File: src/rtl/pong_pkg.sv
// pong_pkg: shared types, serve constants and velocity helpers for the pong controller. Rev 1.0
// PONG_BALL_SPEEDUP_EN: when defined, each paddle hit grows |vx| by one up to MAX_VX.
`default_nettype none

package pong_pkg;

    typedef logic [15:0]        coord_t;
    typedef logic signed [7:0]  vel_t;

    typedef enum logic [2:0] {
        ST_IDLE       = 3'd0,
        ST_WAIT_FRAME = 3'd1,
        ST_MOVE       = 3'd2,
        ST_COLLIDE    = 3'd3,
        ST_PADDLE     = 3'd4,
        ST_SCORE      = 3'd5,
        ST_GAME_OVER  = 3'd6
    } state_e;

    localparam vel_t SERVE_VX = 8'sd2;
    localparam vel_t SERVE_VY = 8'sd1;
    localparam vel_t MAX_VX   = 8'sd6;

    function automatic vel_t reflect_vx(input vel_t vx);
`ifdef PONG_BALL_SPEEDUP_EN
        vel_t mag;
        mag = vx[7] ? -vx : vx;
        if (mag < MAX_VX) begin
            mag = mag + 8'sd1;
        end
        return vx[7] ? mag : -mag;
`else
        return -vx;
`endif
    endfunction

    // Scores stick at 4'hF so a large WIN_SCORE can never wrap the counter.
    function automatic logic [3:0] sat_inc(input logic [3:0] s);
        return (s == 4'hF) ? 4'hF : s + 4'd1;
    endfunction

endpackage

`default_nettype wire

File: src/rtl/pong_game_controller_if.sv
// pong_game_controller_if: request/ack handshake to the AI paddle-update unit. Rev 1.0
`default_nettype none

interface pong_game_controller_if;
    import pong_pkg::*;

    logic        paddle_req;
    logic        paddle_ack;
    logic [31:0] paddle_pos_in;

    modport master (output paddle_req, input paddle_ack, input paddle_pos_in);
    modport slave  (input paddle_req, output paddle_ack, output paddle_pos_in);

endinterface

`default_nettype wire

File: src/rtl/pong_collision_check.sv
// pong_collision_check: combinational wall, paddle and miss detection on the moved ball. Rev 1.0
`default_nettype none

module pong_collision_check
    import pong_pkg::*;
#(
    parameter int SCREEN_W           = 640,
    parameter int SCREEN_H           = 480,
    parameter int HALF_PADDLE_HEIGHT = 50
) (
    input  coord_t ball_x,
    input  coord_t ball_y,
    input  coord_t left_paddle_y,
    input  coord_t right_paddle_y,
    output logic   wall_hit,
    output logic   left_hit,
    output logic   right_hit,
    output logic   miss_l,
    output logic   miss_r
);

    localparam logic signed [15:0] C_BOTTOM     = 16'(SCREEN_H - 1);
    localparam logic signed [15:0] C_LEFT_ZONE  = 16'sd8;
    localparam logic signed [15:0] C_RIGHT_ZONE = 16'(SCREEN_W - 9);
    localparam logic signed [15:0] C_RIGHT_EDGE = 16'(SCREEN_W - 1);
    localparam logic signed [16:0] C_HALF       = 17'(HALF_PADDLE_HEIGHT);

    logic signed [15:0] w_x;
    logic signed [15:0] w_y;
    logic signed [16:0] w_dl;
    logic signed [16:0] w_dr;
    logic signed [16:0] w_adl;
    logic signed [16:0] w_adr;

    // Coordinates are treated as signed so a ball stepping past zero reads as off-screen.
    assign w_x   = signed'(ball_x);
    assign w_y   = signed'(ball_y);
    assign w_dl  = signed'({ball_y[15], ball_y}) - signed'({left_paddle_y[15], left_paddle_y});
    assign w_dr  = signed'({ball_y[15], ball_y}) - signed'({right_paddle_y[15], right_paddle_y});
    assign w_adl = w_dl[16] ? -w_dl : w_dl;
    assign w_adr = w_dr[16] ? -w_dr : w_dr;

    assign wall_hit  = (w_y <= 16'sd0) || (w_y >= C_BOTTOM);
    assign left_hit  = (w_x <= C_LEFT_ZONE) && (w_adl <= C_HALF);
    assign right_hit = (w_x >= C_RIGHT_ZONE) && (w_adr <= C_HALF);
    assign miss_l    = (w_x <= 16'sd0) && !left_hit;
    assign miss_r    = (w_x >= C_RIGHT_EDGE) && !right_hit;

endmodule

`default_nettype wire

File: src/rtl/pong_game_controller.sv
// pong_game_controller: frame-driven pong ball/score FSM with AI paddle handshake. Rev 1.0
// PONG_BALL_SPEEDUP_EN (see pong_pkg) enables paddle-hit speedup of the ball.
`default_nettype none

module pong_game_controller
    import pong_pkg::*;
#(
    parameter int SCREEN_W           = 640,
    parameter int SCREEN_H           = 480,
    parameter int HALF_PADDLE_HEIGHT = 50,
    parameter int WIN_SCORE          = 7
) (
    input  logic                          clk,
    input  logic                          rst,
    input  logic                          frame_tick,
    input  logic                          start,
    input  logic [15:0]                   left_paddle_y,
    output logic [31:0]                   ball_pos,
    output logic [15:0]                   ball_vel,
    pong_game_controller_if.master        paddle_if,
    output logic [3:0]                    score_l,
    output logic [3:0]                    score_r,
    output logic [1:0]                    player_scored,
    output logic                          event_pulse,
    output logic                          game_over
);

    localparam coord_t C_CX    = 16'(SCREEN_W / 2);
    localparam coord_t C_CY    = 16'(SCREEN_H / 2);
    localparam coord_t C_Y_MIN = 16'd1;
    localparam coord_t C_Y_MAX = 16'(SCREEN_H - 2);

    state_e      state_q, state_d;
    coord_t      ball_x_q, ball_x_d;
    coord_t      ball_y_q, ball_y_d;
    vel_t        vx_q, vx_d;
    vel_t        vy_q, vy_d;
    logic [3:0]  score_l_q, score_l_d;
    logic [3:0]  score_r_q, score_r_d;
    logic [1:0]  scorer_q, scorer_d;
    logic [1:0]  player_scored_q, player_scored_d;
    logic        event_pulse_q, event_pulse_d;

    logic        w_wall_hit, w_left_hit, w_right_hit, w_miss_l, w_miss_r;
    logic [3:0]  w_new_score;
    logic        w_unused_paddle_x;

    pong_collision_check #(
        .SCREEN_W           (SCREEN_W),
        .SCREEN_H           (SCREEN_H),
        .HALF_PADDLE_HEIGHT (HALF_PADDLE_HEIGHT)
    ) u_collision (
        .ball_x         (ball_x_q),
        .ball_y         (ball_y_q),
        .left_paddle_y  (left_paddle_y),
        .right_paddle_y (paddle_if.paddle_pos_in[15:0]),
        .wall_hit       (w_wall_hit),
        .left_hit       (w_left_hit),
        .right_hit      (w_right_hit),
        .miss_l         (w_miss_l),
        .miss_r         (w_miss_r)
    );

    assign w_unused_paddle_x = ^paddle_if.paddle_pos_in[31:16];
    assign w_new_score       = sat_inc(scorer_q[0] ? score_l_q : score_r_q);

    always_comb begin
        state_d         = state_q;
        ball_x_d        = ball_x_q;
        ball_y_d        = ball_y_q;
        vx_d            = vx_q;
        vy_d            = vy_q;
        score_l_d       = score_l_q;
        score_r_d       = score_r_q;
        scorer_d        = scorer_q;
        player_scored_d = 2'b00;
        event_pulse_d   = 1'b0;
        case (state_q)
            ST_IDLE, ST_GAME_OVER: begin
                if (start) begin
                    state_d   = ST_WAIT_FRAME;
                    score_l_d = 4'd0;
                    score_r_d = 4'd0;
                    ball_x_d  = C_CX;
                    ball_y_d  = C_CY;
                    vx_d      = SERVE_VX;
                    vy_d      = SERVE_VY;
                end
            end
            ST_WAIT_FRAME: begin
                if (frame_tick) begin
                    state_d = ST_MOVE;
                end
            end
            ST_MOVE: begin
                ball_x_d = ball_x_q + coord_t'({{8{vx_q[7]}}, vx_q});
                ball_y_d = ball_y_q + coord_t'({{8{vy_q[7]}}, vy_q});
                state_d  = ST_COLLIDE;
            end
            ST_COLLIDE: begin
                // Wall and paddle reflections are independent and may both apply.
                if (w_wall_hit) begin
                    vy_d     = -vy_q;
                    ball_y_d = (signed'(ball_y_q) <= 16'sd0) ? C_Y_MIN : C_Y_MAX;
                end
                if (w_left_hit || w_right_hit) begin
                    vx_d = reflect_vx(vx_q);
                end
                if (w_miss_l || w_miss_r) begin
                    state_d  = ST_SCORE;
                    scorer_d = w_miss_r ? 2'b01 : 2'b10;
                end else begin
                    state_d  = ST_PADDLE;
                end
            end
            ST_PADDLE: begin
                if (paddle_if.paddle_ack) begin
                    state_d = ST_WAIT_FRAME;
                end
            end
            ST_SCORE: begin
                if (scorer_q[0]) begin
                    score_l_d = w_new_score;
                end else begin
                    score_r_d = w_new_score;
                end
                player_scored_d = scorer_q;
                event_pulse_d   = 1'b1;
                ball_x_d        = C_CX;
                ball_y_d        = C_CY;
                vx_d            = -vx_q;
                state_d         = (w_new_score == 4'(WIN_SCORE)) ? ST_GAME_OVER : ST_WAIT_FRAME;
            end
            default: begin
                state_d = ST_IDLE;
            end
        endcase
    end

    always_ff @(posedge clk or negedge rst) begin
        if (!rst) begin
            state_q         <= ST_IDLE;
            ball_x_q        <= '0;
            ball_y_q        <= '0;
            vx_q            <= '0;
            vy_q            <= '0;
            score_l_q       <= '0;
            score_r_q       <= '0;
            scorer_q        <= '0;
            player_scored_q <= '0;
            event_pulse_q   <= 1'b0;
        end else begin
            state_q         <= state_d;
            ball_x_q        <= ball_x_d;
            ball_y_q        <= ball_y_d;
            vx_q            <= vx_d;
            vy_q            <= vy_d;
            score_l_q       <= score_l_d;
            score_r_q       <= score_r_d;
            scorer_q        <= scorer_d;
            player_scored_q <= player_scored_d;
            event_pulse_q   <= event_pulse_d;
        end
    end

    // Request decoded straight from the state register so reset drops it immediately.
    assign paddle_if.paddle_req = (state_q == ST_PADDLE);
    assign game_over            = (state_q == ST_GAME_OVER);
    assign ball_pos             = {ball_x_q, ball_y_q};
    assign ball_vel             = {vx_q, vy_q};
    assign score_l              = score_l_q;
    assign score_r              = score_r_q;
    assign player_scored        = player_scored_q;
    assign event_pulse          = event_pulse_q;

endmodule

`default_nettype wire

File: src/flat_wrapper.sv
// flat-port wrapper written by rule: the top's interface ports become plain ports
module pong_game_controller_flat import pong_pkg::*;
#(
    parameter int SCREEN_W           = 640,
    parameter int SCREEN_H           = 480,
    parameter int HALF_PADDLE_HEIGHT = 50,
    parameter int WIN_SCORE          = 7
)
  (clk, rst, frame_tick, start, left_paddle_y, ball_pos, ball_vel, score_l, score_r, player_scored, event_pulse, game_over, paddle_if_paddle_req, paddle_if_paddle_ack, paddle_if_paddle_pos_in);
  pong_game_controller_if paddle_if_i ();
  input  logic clk;
  input  logic rst;
  input  logic frame_tick;
  input  logic start;
  input  logic [15:0] left_paddle_y;
  output logic [31:0] ball_pos;
  output logic [15:0] ball_vel;
  output logic [3:0] score_l;
  output logic [3:0] score_r;
  output logic [1:0] player_scored;
  output logic event_pulse;
  output logic game_over;
  output wire logic [$bits(paddle_if_i.paddle_req)-1:0] paddle_if_paddle_req;
  input wire logic [$bits(paddle_if_i.paddle_ack)-1:0] paddle_if_paddle_ack;
  input wire logic [$bits(paddle_if_i.paddle_pos_in)-1:0] paddle_if_paddle_pos_in;
  assign paddle_if_paddle_req = paddle_if_i.paddle_req;
  assign paddle_if_i.paddle_ack = paddle_if_paddle_ack;
  assign paddle_if_i.paddle_pos_in = paddle_if_paddle_pos_in;
  pong_game_controller #(.SCREEN_W(SCREEN_W), .SCREEN_H(SCREEN_H), .HALF_PADDLE_HEIGHT(HALF_PADDLE_HEIGHT), .WIN_SCORE(WIN_SCORE)) u_core (.clk(clk), .rst(rst), .frame_tick(frame_tick), .start(start), .left_paddle_y(left_paddle_y), .ball_pos(ball_pos), .ball_vel(ball_vel), .paddle_if(paddle_if_i), .score_l(score_l), .score_r(score_r), .player_scored(player_scored), .event_pulse(event_pulse), .game_over(game_over));
endmodule
File: config.mk
export PLATFORM = sky130hd
export DESIGN_NAME = pong_game_controller_flat
export DESIGN_NICKNAME = d
export VERILOG_FILES = /design/src/rtl/pong_pkg.sv /design/src/rtl/pong_game_controller_if.sv /design/src/rtl/pong_collision_check.sv /design/src/rtl/pong_game_controller.sv /design/src/flat_wrapper.sv
export SDC_FILE = /design/constraint.sdc
export NUM_CORES = 1
export LEC_CHECK = 0
export ABC_CLOCK_PERIOD_IN_PS = 5300
export CAP_MARGIN = 5
export CORE_MARGIN = 5
export CORE_UTILIZATION = 35
export DETAILED_ROUTE_END_ITERATION = 10
export HOLD_SLACK_MARGIN = 0.12
export PLACE_DENSITY = 0.59
export SYNTH_ARGS = -nofsm -noshare
export SYNTH_HDL_FRONTEND = slang
export SYNTH_SLANG_ARGS = --single-unit
File: constraint.sdc
create_clock -name clk -period 5.3 [get_ports clk]
set_clock_uncertainty 0.15 [all_clocks]
set_input_delay 1.06 -clock clk [delete_from_list [all_inputs] [get_ports clk]]
set_output_delay 1.06 -clock clk [all_outputs]
set_load 0.05 [all_outputs]
======== Word-level counts from Yosys, hierarchy flattened ========
Index checks and enable logic that the tools add are counted.
storage, ports and cells
  bits in registers ....................... 64
  input port bits ......................... 53
  output and inout port bits .............. 61
  word-level logic and storage cells ...... 96
cells by class
  add/sub/neg operators ................... 9
  $lt $le $gt $ge ......................... 8
  eq/ne operators ......................... 15
  mux-type cells .......................... 30
  reductions and logical operators ........ 24
operators with widths
  operator                                                                 number
  16-bit one-hot mux with 4 select lines                                   1
  16-bit two-way mux                                                       3
  16-bit one-hot mux with 3 select lines                                   1
  17-bit by 7-bit <= comparator with 1-bit output, second input constant   2
  17-bit two-way mux                                                       2
  17-bit negation                                                          2
  16-bit by 16-bit subtractor with 17-bit output                           2
  16-bit adder                                                             2
  16-bit by 11-bit >= comparator with 1-bit output, second input constant  2
  16-bit by 1-bit <= comparator with 1-bit output, second input constant   2
  8-bit two-way mux                                                        4
  8-bit one-hot mux with 3 select lines                                    1
  4-bit two-way mux                                                        5
  3-bit one-hot mux with 6 select lines                                    1
  3-bit AND reduction                                                      6
  16-bit by 10-bit >= comparator with 1-bit output, second input constant  1
  16-bit by 5-bit <= comparator with 1-bit output, second input constant   1
  8-bit negation                                                           2
  4-bit one-hot mux with 2 select lines                                    2
  8-bit one-hot mux with 2 select lines                                    1
  3-bit two-way mux                                                        4
  3-bit == test, second input constant                                     3
  9-bit two-way mux                                                        1
  2-bit inequality test, second input constant                             4
  17 further kinds                                                         31

======== Logic depth before layout (Yosys ltp) ========
Gate-level depths: netlist (run 1).
  word-level depth ........................ 10
  mapped depth ............................ 17
  mapped depth without buffers ............ 16

======== Hierarchy ========
Synthesis (run 1) repeated with hierarchy kept, for this count alone.
second synthesis, totals
  cells, all modules ...................... 961
  area total of the unflattened synthesis .. 7425.9 sq um
by module, submodules not included
  module                instances  cells an instance  area each (sq um)  sequential area each (sq um)
  pong_game_controller  1          486                4251.6             1576.5
  pong_collision_check  1          475                3174.3             0.0

======== Worst setup path before layout (run 1) ========
OpenSTA, ideal clock, no wires.
  path type ............................... input to register
  start ................................... input left_paddle_y[0]
  end ..................................... register u_core.vx_q[7]
  setup time .............................. 154 ps
  arrival ................................. 4503 ps
  required time ........................... 4996 ps
  setup slack ............................. 493 ps
  cell stages on the path ................. 15
  path buffers ............................ 0
  cell sequence ........................... ha_1 > fa_1 > and2b_1 > o221ai_4 > a2111oi_0 > nand4_1 > o211a_2 > and2_1 > or3_1 > nor4_1 > or4_4 > nor4_4 > nor4b_2 > nand2b_4 > o31ai_1
between the ends
  cells in the longest elaborated chain, start to end .. 8
ends and longest elaborated chain
  item                                                                 RTL line                     text
  start, declared                                                      flat_wrapper.sv:15           input logic [15:0] left_paddle_y;
  16-bit by 16-bit subtractor with 17-bit output *                     pong_collision_check.sv:38   assign w_dl = signed'({ball_y[15], ball_y}) - signed'({left_paddle_y[15], left_paddle_y});
  17-bit negation                                                      pong_collision_check.sv:40   assign w_adl = w_dl[16] ? -w_dl : w_dl;
  17-bit two-way mux *                                                 pong_collision_check.sv:40
  17-bit by 7-bit <= comparator with 1-bit output *                    pong_collision_check.sv:44   assign left_hit = (w_x <= C_LEFT_ZONE) && (w_adl <= C_HALF);
  1-bit logical AND *                                                  pong_collision_check.sv:44
  1-bit logical OR *                                                   pong_game_controller.sv:106  if (w_left_hit || w_right_hit) begin
  2-bit by 1-bit inequality test with 1-bit output (no source line) *  --
  3-bit AND reduction (no source line) *                               --
  end signal, assigned                                                 pong_game_controller.sv:156  vx_q <= vx_d;
  end, declared                                                        pong_game_controller.sv:36   vel_t vx_q, vx_d;
Mark *: on every way between the ends. The rest lies on a longest branch, timed or not.
A chain may end at the register's enable or synchronous reset.

======== Worst setup path after layout (run 1) ========
  start ................................... input left_paddle_y[0]
  end ..................................... register u_core.vx_q[3]
The elaborated chain is that of the path after synthesis.

==> results of run 1 <==
[worst min-delay path by stage]
| stage | end | slack [ps] |
|---|---|---|
| CTS | u_core.scorer_q[1] | 320 |
| detailed placement | u_core.scorer_q[1] | 310 |
| global placement | u_core.scorer_q[1] | 300 |
| global route | u_core.scorer_q[1] | 360 |
| finish | u_core.scorer_q[1] | 320 |
| floorplan | u_core.scorer_q[1] | 290 |
[cell usage after synthesis, types with 3 or more instances]
cell type	number	share of area (%)
o2111ai_1	5	0.58
dfrtp_1	63	21
nand4_1	10	0.83
a22oi_1	3	0.30
a22o_1	17	2.0
nor4_1	11	0.92
inv_1	70	3.5
a21o_1	13	1.3
nand2_1	91	4.5
o211ai_1	11	1.1
o21ai_0	61	4.1
o21a_1	9	0.90
buf_2	5	0.33
a21boi_0	3	0.30
a32o_1	5	0.67
nand3_1	26	1.7
o22ai_1	8	0.67
nand2b_1	10	0.83
clkbuf_1	24	1.2
or4_1	5	0.50
nor4b_1	3	0.35
xnor2_1	26	3.0
a211oi_1	14	1.4
nor3b_1	7	0.70
or3_1	16	1.3
o21ai_1	10	0.67
a211o_1	6	0.70
ha_1	69	11
nor2b_1	9	0.75
o21bai_1	12	1.2
fa_1	4	1.1
mux2_2	13	1.9
a32oi_1	3	0.35
a21oi_1	74	4.9
o31ai_1	8	0.80
nor3_1	31	2.1
xor2_1	21	2.4
or2_2	5	0.42
and3_1	10	0.83
mux2i_1	7	0.93
a31oi_1	17	1.4
and2_1	11	0.92
nor2_1	79	3.9
[through the flow]
step / power (mW) / utilization (%) / setup WS [ps] / hold WS, ps
after floorplan: 3.75 / - / 493 / 291
after global placement: 5.10 / 44.0 / -360 / 303
after detailed placement: 5.14 / 44.0 / -377 / 312
after CTS: 5.79 / 45.5 / 82.6 / 324
after global routing: 6.34 / 45.8 / 14.3 / 360
final: 5.82 / 45.8 / 249 / 325
[cells by family after synthesis]
group / Yosys count
AO/OA/AOI/OAI: 321
buffers and inverters: 105
adder cells (fa/ha/maj): 73
flip-flops: 63
multiplexers: 20
XOR/XNOR: 48
other: 1
AND/OR/NAND/NOR: 341
[final cells by class]
type	count	area (µm²)
inverter	72	270
clock buffer	13	270
clock inverter	3	40.0
fill	2146	11400
tap	275	344
sequential	63	1580
multi-input combinational	804	5590
timing repair buffer	177	1560
[sequential cells by signal, summed over array words and instances (netlist names), 2 cells and up]
| register | flops |
|---|---|
| u_core.ball_x_q | 16 |
| u_core.ball_y_q | 16 |
| u_core.player_scored | 2 |
| u_core.score_l | 4 |
| u_core.score_r | 4 |
| u_core.scorer_q | 2 |
| u_core.state_q | 3 |
| u_core.vx_q | 7 |
| u_core.vy_q | 8 |
[power groups by stage]
stage	Sequential (mW)	Combinational (mW)	Clock [mW]
3_5_place_dp	0.910	4.23	0
4_1_cts	0.902	4.26	0.629
2_1_floorplan	1.15	2.61	0
5_1_grt	0.930	4.76	0.647
6_report	0.899	4.30	0.617
3_3_place_gp	0.910	4.19	0
[repair_timing]
item	4_1_cts	5_1_grt
cloned	0	0
gates resized for setup	1	14
endpoints found under the setup margin	2	7
buffers inserted	0	1
hold endpoints to repair	0	0
pin swaps	0	4
[routing by layer]
layer | global-route usage, % | share of wire (%) | vias up
li1 | - | - | 3930
met1 | 25.4 | 48 | 3653
met5 | 0 | 0 | -
met4 | 3.35 | 1.4 | 0
met2 | 31.3 | 47 | 147
met3 | 2.18 | 3.9 | 22
==> metrics list, run 1 <==
- In this run the worst hold path is classified as reg2reg.
- From bottom edge to top edge, the die measures 157 µm.
* Grt total ovfl: 0
* Placed cell count: 1390
- In this run the deepest clock path goes through 2 buffers.
* Detail-routed net length per standard cell: 16.1 µm
- Post-synth EDFFs: 0
- Share of async-settable or async-resettable flops after synthesis: 100%
* Seq pwr share: 15.5%
* Final non-filler cell total: 1407
- WP data required: 5380 ps
- VDD sags by at most 308 µV.
- The setup check on the worst reg-to-reg path leaves a slack of 790 ps.
- The number of global-route vias before repair is 7436.
- Most numerous cell on the critical path: buf_4
- Pin count of the biggest net entering global routing: 37
- In this run the horizontal extent of the chip is 157 µm.
- The worst setup path is launched from a primary input.
- Clock network power share: 10.6%
- The run finished with clean final reports.
- Critical path class: in2reg
- TritonCTS built the clock tree.
* Cell chain of the critical path: clkdlybuf4s50_1, ha_2, fa_2, and2b_2, o221ai_4, buf_4, a32oi_4, buf_4, a211oi_1, a311o_1, a21oi_1, o2111ai_1, or4_4, nor4_4, nor4b_4, nand2b_4, o41ai_2
* Synth Area in Adders: 12.6%
- Post-synthesis share of cell area spent on xor and xnor gates: 5.69%
- Number of synthesized register bits: 63
- Area share of and/or/nand/nor cells after synthesis: 23.0%
* Total Routed Length: 22.7 mm
* Total die area: 24500 µm²
- The Yosys step of the flow raised 0 warnings.
- Of all nets on the critical path, the largest fanout is 7.
* Most frequent standard cell in the layout excluding fill and tap cells: clkdlybuf4s50_1
* WP buf/inv: 3
* Area added between synthesis and finish: 28.4%
* Number of DRC violations after detailed routing: 0
* Critical path origin: left_paddle_y[0]
- The startpoint identified for the worst register-to-register timing path is u_core.ball_y_q[0].
- Gp weighted congestion: 0.894
- For this design, the CTS-stage hold fixing added 0 buffers.
* Net switching power figure: 3.01 mW
* Count of inserted antenna diode cells: 0
- By area, the combinational part of the netlist is dominated by compound AO/OA/AOI/OAI gates.
* Largest incremental delay on the critical path: 540 ps
- Subtracting the final worst setup slack from the clock period gives 5050 ps.
- Starting Density: 35.6%
* Post-Synthesis Cell Area: 7520 µm²
- Max-slew violation total from the final report: 0
- Clock-pin slew was measured on the worst setup and hold paths at 60 ps.
- The number of antenna violations at the first check in global routing is 0.
* Crit path capture: u_core.vx_q[3]
* Average size of a mapped cell: 7.73 µm²
* Worst Min Path Start: u_core.scorer_q[1]
- The tree built by TritonCTS fans out to 63 sinks.
- R2R depth: 17
- The detail route stage leaves a number of antenna-violating nets equal to 0.
- Vias/cell: 5.51
- Sequential share of the synthesized area: 21.0%
* Most used cells in the layout excluding fill and tap cells: 95 x clkdlybuf4s50_1, 90 x nand2_1, 81 x buf_4, 79 x nor2_1, 74 x a21oi_1
- The tree is rooted in a clkbuf_16.
- The share of total power dissipated in combinational logic is 73.9%.
- Synthesized netlist net count: 1098
* Arr. time, crit path: 5130 ps
- Number of instances in the synthesized netlist: 972
- The detailed router finished its first iteration with 453 violations.
- Actual slew at the worst max-slew pin: 1030 ps
- The endpoint identified for the worst register-to-register timing path is u_core.vx_q[3].
* Internal power consumption: 2.81 mW
- Setup repair after global routing left no endpoint under its margin.
* Leak pwr: 4.32 nW
* Cell variety after synth: 91
- 114 I/O pins were placed.
- The largest individual stage delay along the critical path comes from the cell or4_4.
* Category of cells accounting for the largest share of critical-path delay: compound AO/OA/AOI/OAI gates
- The critical path runs through a total of 17 cells.
* Port Buffer Count: 96
- The synthesized netlist devotes 29.3% of its cell area to compound gates.
- First-pass GRT wire length: 37.3 mm
- Synth Flop Type: dfrtp_1
- Global routing used 18.4% of the available tracks across all layers.
* Final-layout setup total negative slack: 0 ps
- The number of hold violations in the final report came to 0.
- Area after detailed placement: 9280 µm²
- Share of the cycle needed by the critical path after routing: 95.3%
* Relative max-transition margin: 31.3%
* Setup violators final: 0
- Max-cap violations in this run came to 0.
- Maximum clock frequency: 0.198 GHz
* Core Area: 21100 µm²
- CTS HTree Levels: 3
* Worst hold path cell count: 1
- Summed over all nets, the half-perimeter wirelength after detailed placement is 17.8 mm.
- STA classifies the critical path endpoint as a flop.
- The post-route netlist has 13.2% of its cells at a drive strength greater than 1.
- The portion of synthesized area spent on multiplexers is 2.88%.
- The net count of the finished layout is 1253.
* Total via count in the routed design: 7752
- Row count: 53
* Post-route design area: 9650 µm²
- TritonCTS created 9 clock buffers.
- The first detailed-routing pass took 5 iterations.
* Areal power density over the cells: 603 nW/µm²
* Worst-Skew Late Latency: 330 ps
- Net switching is 51.7% of the power.
Note: power is estimated with default switching activity, not from simulation.
==> run 2, diff against run 1 <==
--- a/config.mk
+++ b/config.mk
@@ -10,8 +10,9 @@
 export CORE_MARGIN = 5
 export CORE_UTILIZATION = 35
 export DETAILED_ROUTE_END_ITERATION = 10
+export DONT_BUFFER_PORTS = 1
 export HOLD_SLACK_MARGIN = 0.12
-export PLACE_DENSITY = 0.59
+export PLACE_DENSITY = 0.52
 export SYNTH_ARGS = -nofsm -noshare
 export SYNTH_HDL_FRONTEND = slang
 export SYNTH_SLANG_ARGS = --single-unit
==> run 2 against run 1 <==
Against the previous run: first-iteration DRC count down 13%; flip-flop and latch count unchanged; worst setup slack better by 170 ps; die area unchanged; via count down 6.4%; clock-buffer cell count down 1; maximum frequency up 3.5%; cell count down 11%; sequential power up 20%; global-route usage down 0.13 points; critical path type unchanged; highest routed layer unchanged.
==> metrics list, run 2 (synthesis results as in run 1) <==
* Run status: complete, no violations
- Port buffering added 0 buffers.
- Number of DRC violations after detailed routing: 0
- Slowest-stage cell, CP: or4_4
- Wires add up to 22.8 mm.
* Max Buffers Root-to-Sink: 2
* Leak pwr: 3.70 nW
- Entering global routing, the biggest net connects 64 pins.
- Class of the tightest hold or removal check: in2async
- Areal power density over the cells: 641 nW/µm²
- The congestion estimate from routability-driven global placement came to 0.879.
* Total via count in the routed design: 7258
- The HPWL after detailed placement is 17.9 mm.
- After detailed routing, the number of vias per cell comes to 5.77.
- Total die area: 24500 µm²
- Number of global-route vias before repair: 6752
- Buffers inserted during clock tree synthesis total 9.
- The completed layout was analyzed and its total power is 5.28 mW.
* Setup violators final: 0
- The clock reaches the later pin of the worst-skew pair after 330 ps.
- The number of antenna violations at the first check in global routing came to 0.
- The die is 157 µm tall.
- Max Fanout on Critical Path: 7
- In this run the number of H-tree levels came out at 3.
* Final critical-path required period: 4880 ps
- STA puts the critical path data arrival time at 4960 ps.
- Kind of capture point of the worst setup path: flop
* Most frequent standard cell in the layout excluding fill and tap cells: nand2_1
- Core Area: 21100 µm²
- Clock-pin slew reported for the worst setup and hold paths after clock tree synthesis: 50 ps
- Count of boundary I/O pins: 114
* Setup repair after global routing missed its margin: false
* Category of cells accounting for the largest share of critical-path delay: simple AND/OR/NAND/NOR gates
- Number of iterations in the first detailed-routing pass: 5
- The first global-routing pass estimated 36.4 mm of wire.
- Of the cells placed in the final design, the portion with a size suffix greater than 1 is 8.66%.
- Row count: 53
- The worst setup path is launched from a primary input.
- Total Routing Usage GR: 18.3%
- The tree is rooted in a clkbuf_16.
- Maximum clock frequency: 0.205 GHz
* Width of the die: 157 µm
- Cell chain of the critical path: ha_1, fa_1, and2b_1, o221ai_4, a2111oi_0, nand4_1, o211a_2, and2_1, o31ai_1, a32oi_1, or4_4, nor4_4, nor4b_4, nand2b_4, o41ai_2
* Count of inserted antenna diode cells: 0
* WP data required: 5380 ps
* Number of maximum-capacitance constraint violations: 0
* Largest incremental delay on the critical path: 580 ps
- Final #Nets: 1103
- WP buf/inv: 0
- Initial DRC Count: 392
- Maximum ir drop on the vdd rail: 304 µV
- Final-layout setup total negative slack: 0 ps
* Post-CTS setup repair buffer count: 0
* Largest registers ranked by flip-flop count: u_core.ball_x_q x16, u_core.ball_y_q x16, u_core.vy_q x8
- Relative max-transition margin: 27.4%
- Leaving out fill and tap cells, the most frequent cells in the layout are 91 x nand2_1, 79 x nor2_1, 74 x a21oi_1, 70 x inv_1, 69 x ha_1.
- From synthesis to final layout, the design area changed by 9.56%.
- The number of hold violations in the final report came to 0.
* TritonCTS clock tree: done
* Critical path class: in2reg
- Starting Density: 35.6%
- Share of the cycle needed by the critical path after routing: 92.0%
- The number of hold buffers added after CTS was 0.
* CTS sink count: 63
* Final antenna-violating net count: 0
- The number of gates resized after CTS was 0.
- After global routing the overflow that remains totals 0.
* Actual slew at the worst max-slew pin: 1090 ps
* Detail-routed net length per standard cell: 18.1 µm
- Max-slew violation total from the final report: 0
==> run 2: cell type report <==
type	instances	area, µm²
Clock inverter	4	45.0
Tap cell	275	344
Sequential cell	63	1580
Multi-Input combinational cell	804	5550
Fill cell	2218	12900
Inverter	72	270
Timing Repair Buffer	27	203
Clock buffer	12	246
==> run 2: where the power goes <==
group          total [mW]  internal [mW]  switching [mW]
clock               0.594          0.375           0.219
sequential           1.08          0.605           0.477
combinational        3.60           1.36            2.24
==> run 2: metal layers <==
layer  share of wire [%]  vias to the layer above  GRT usage (%)
li1                    -                     3635              -
met1                  48                     3437           25.4
met2                  45                      168           29.1
met3                 5.9                       18           4.45
met4                0.88                        0           3.39
met5                   0                        -              0
==> run 2: path summary, 6_finish.rpt <==
check	startpoint	end	slack, ps	depth (start not counted)
min in group clk	u_core.scorer_q[1]	u_core.scorer_q[1]	340	1
worst max register to register	u_core.ball_y_q[1]	u_core.vx_q[3]	640	15
worst min-delay path	rst	u_core.ball_x_q[14]	270	0
worst max-delay path	left_paddle_y[0]	u_core.vx_q[3]	420	15
worst min register to register	u_core.scorer_q[1]	u_core.scorer_q[1]	340	1
max in group asynchronous	rst	u_core.ball_y_q[6]	4580	0
==> run 2: through the flow <==
stage                     cell area [µm²]  utilization [%]  setup slack, ps  hold WS, ps  cells
after CTS                            8230             39.0              309          255   1257
after detailed placement             7930             37.6            -19.4          322   1241
after global routing                 8230             39.0              145          249   1257
final                                8230             39.0              422          267   1257
after global placement               7930             37.6            -28.0          322   1241
after floorplan                      7520                -              493          291    972
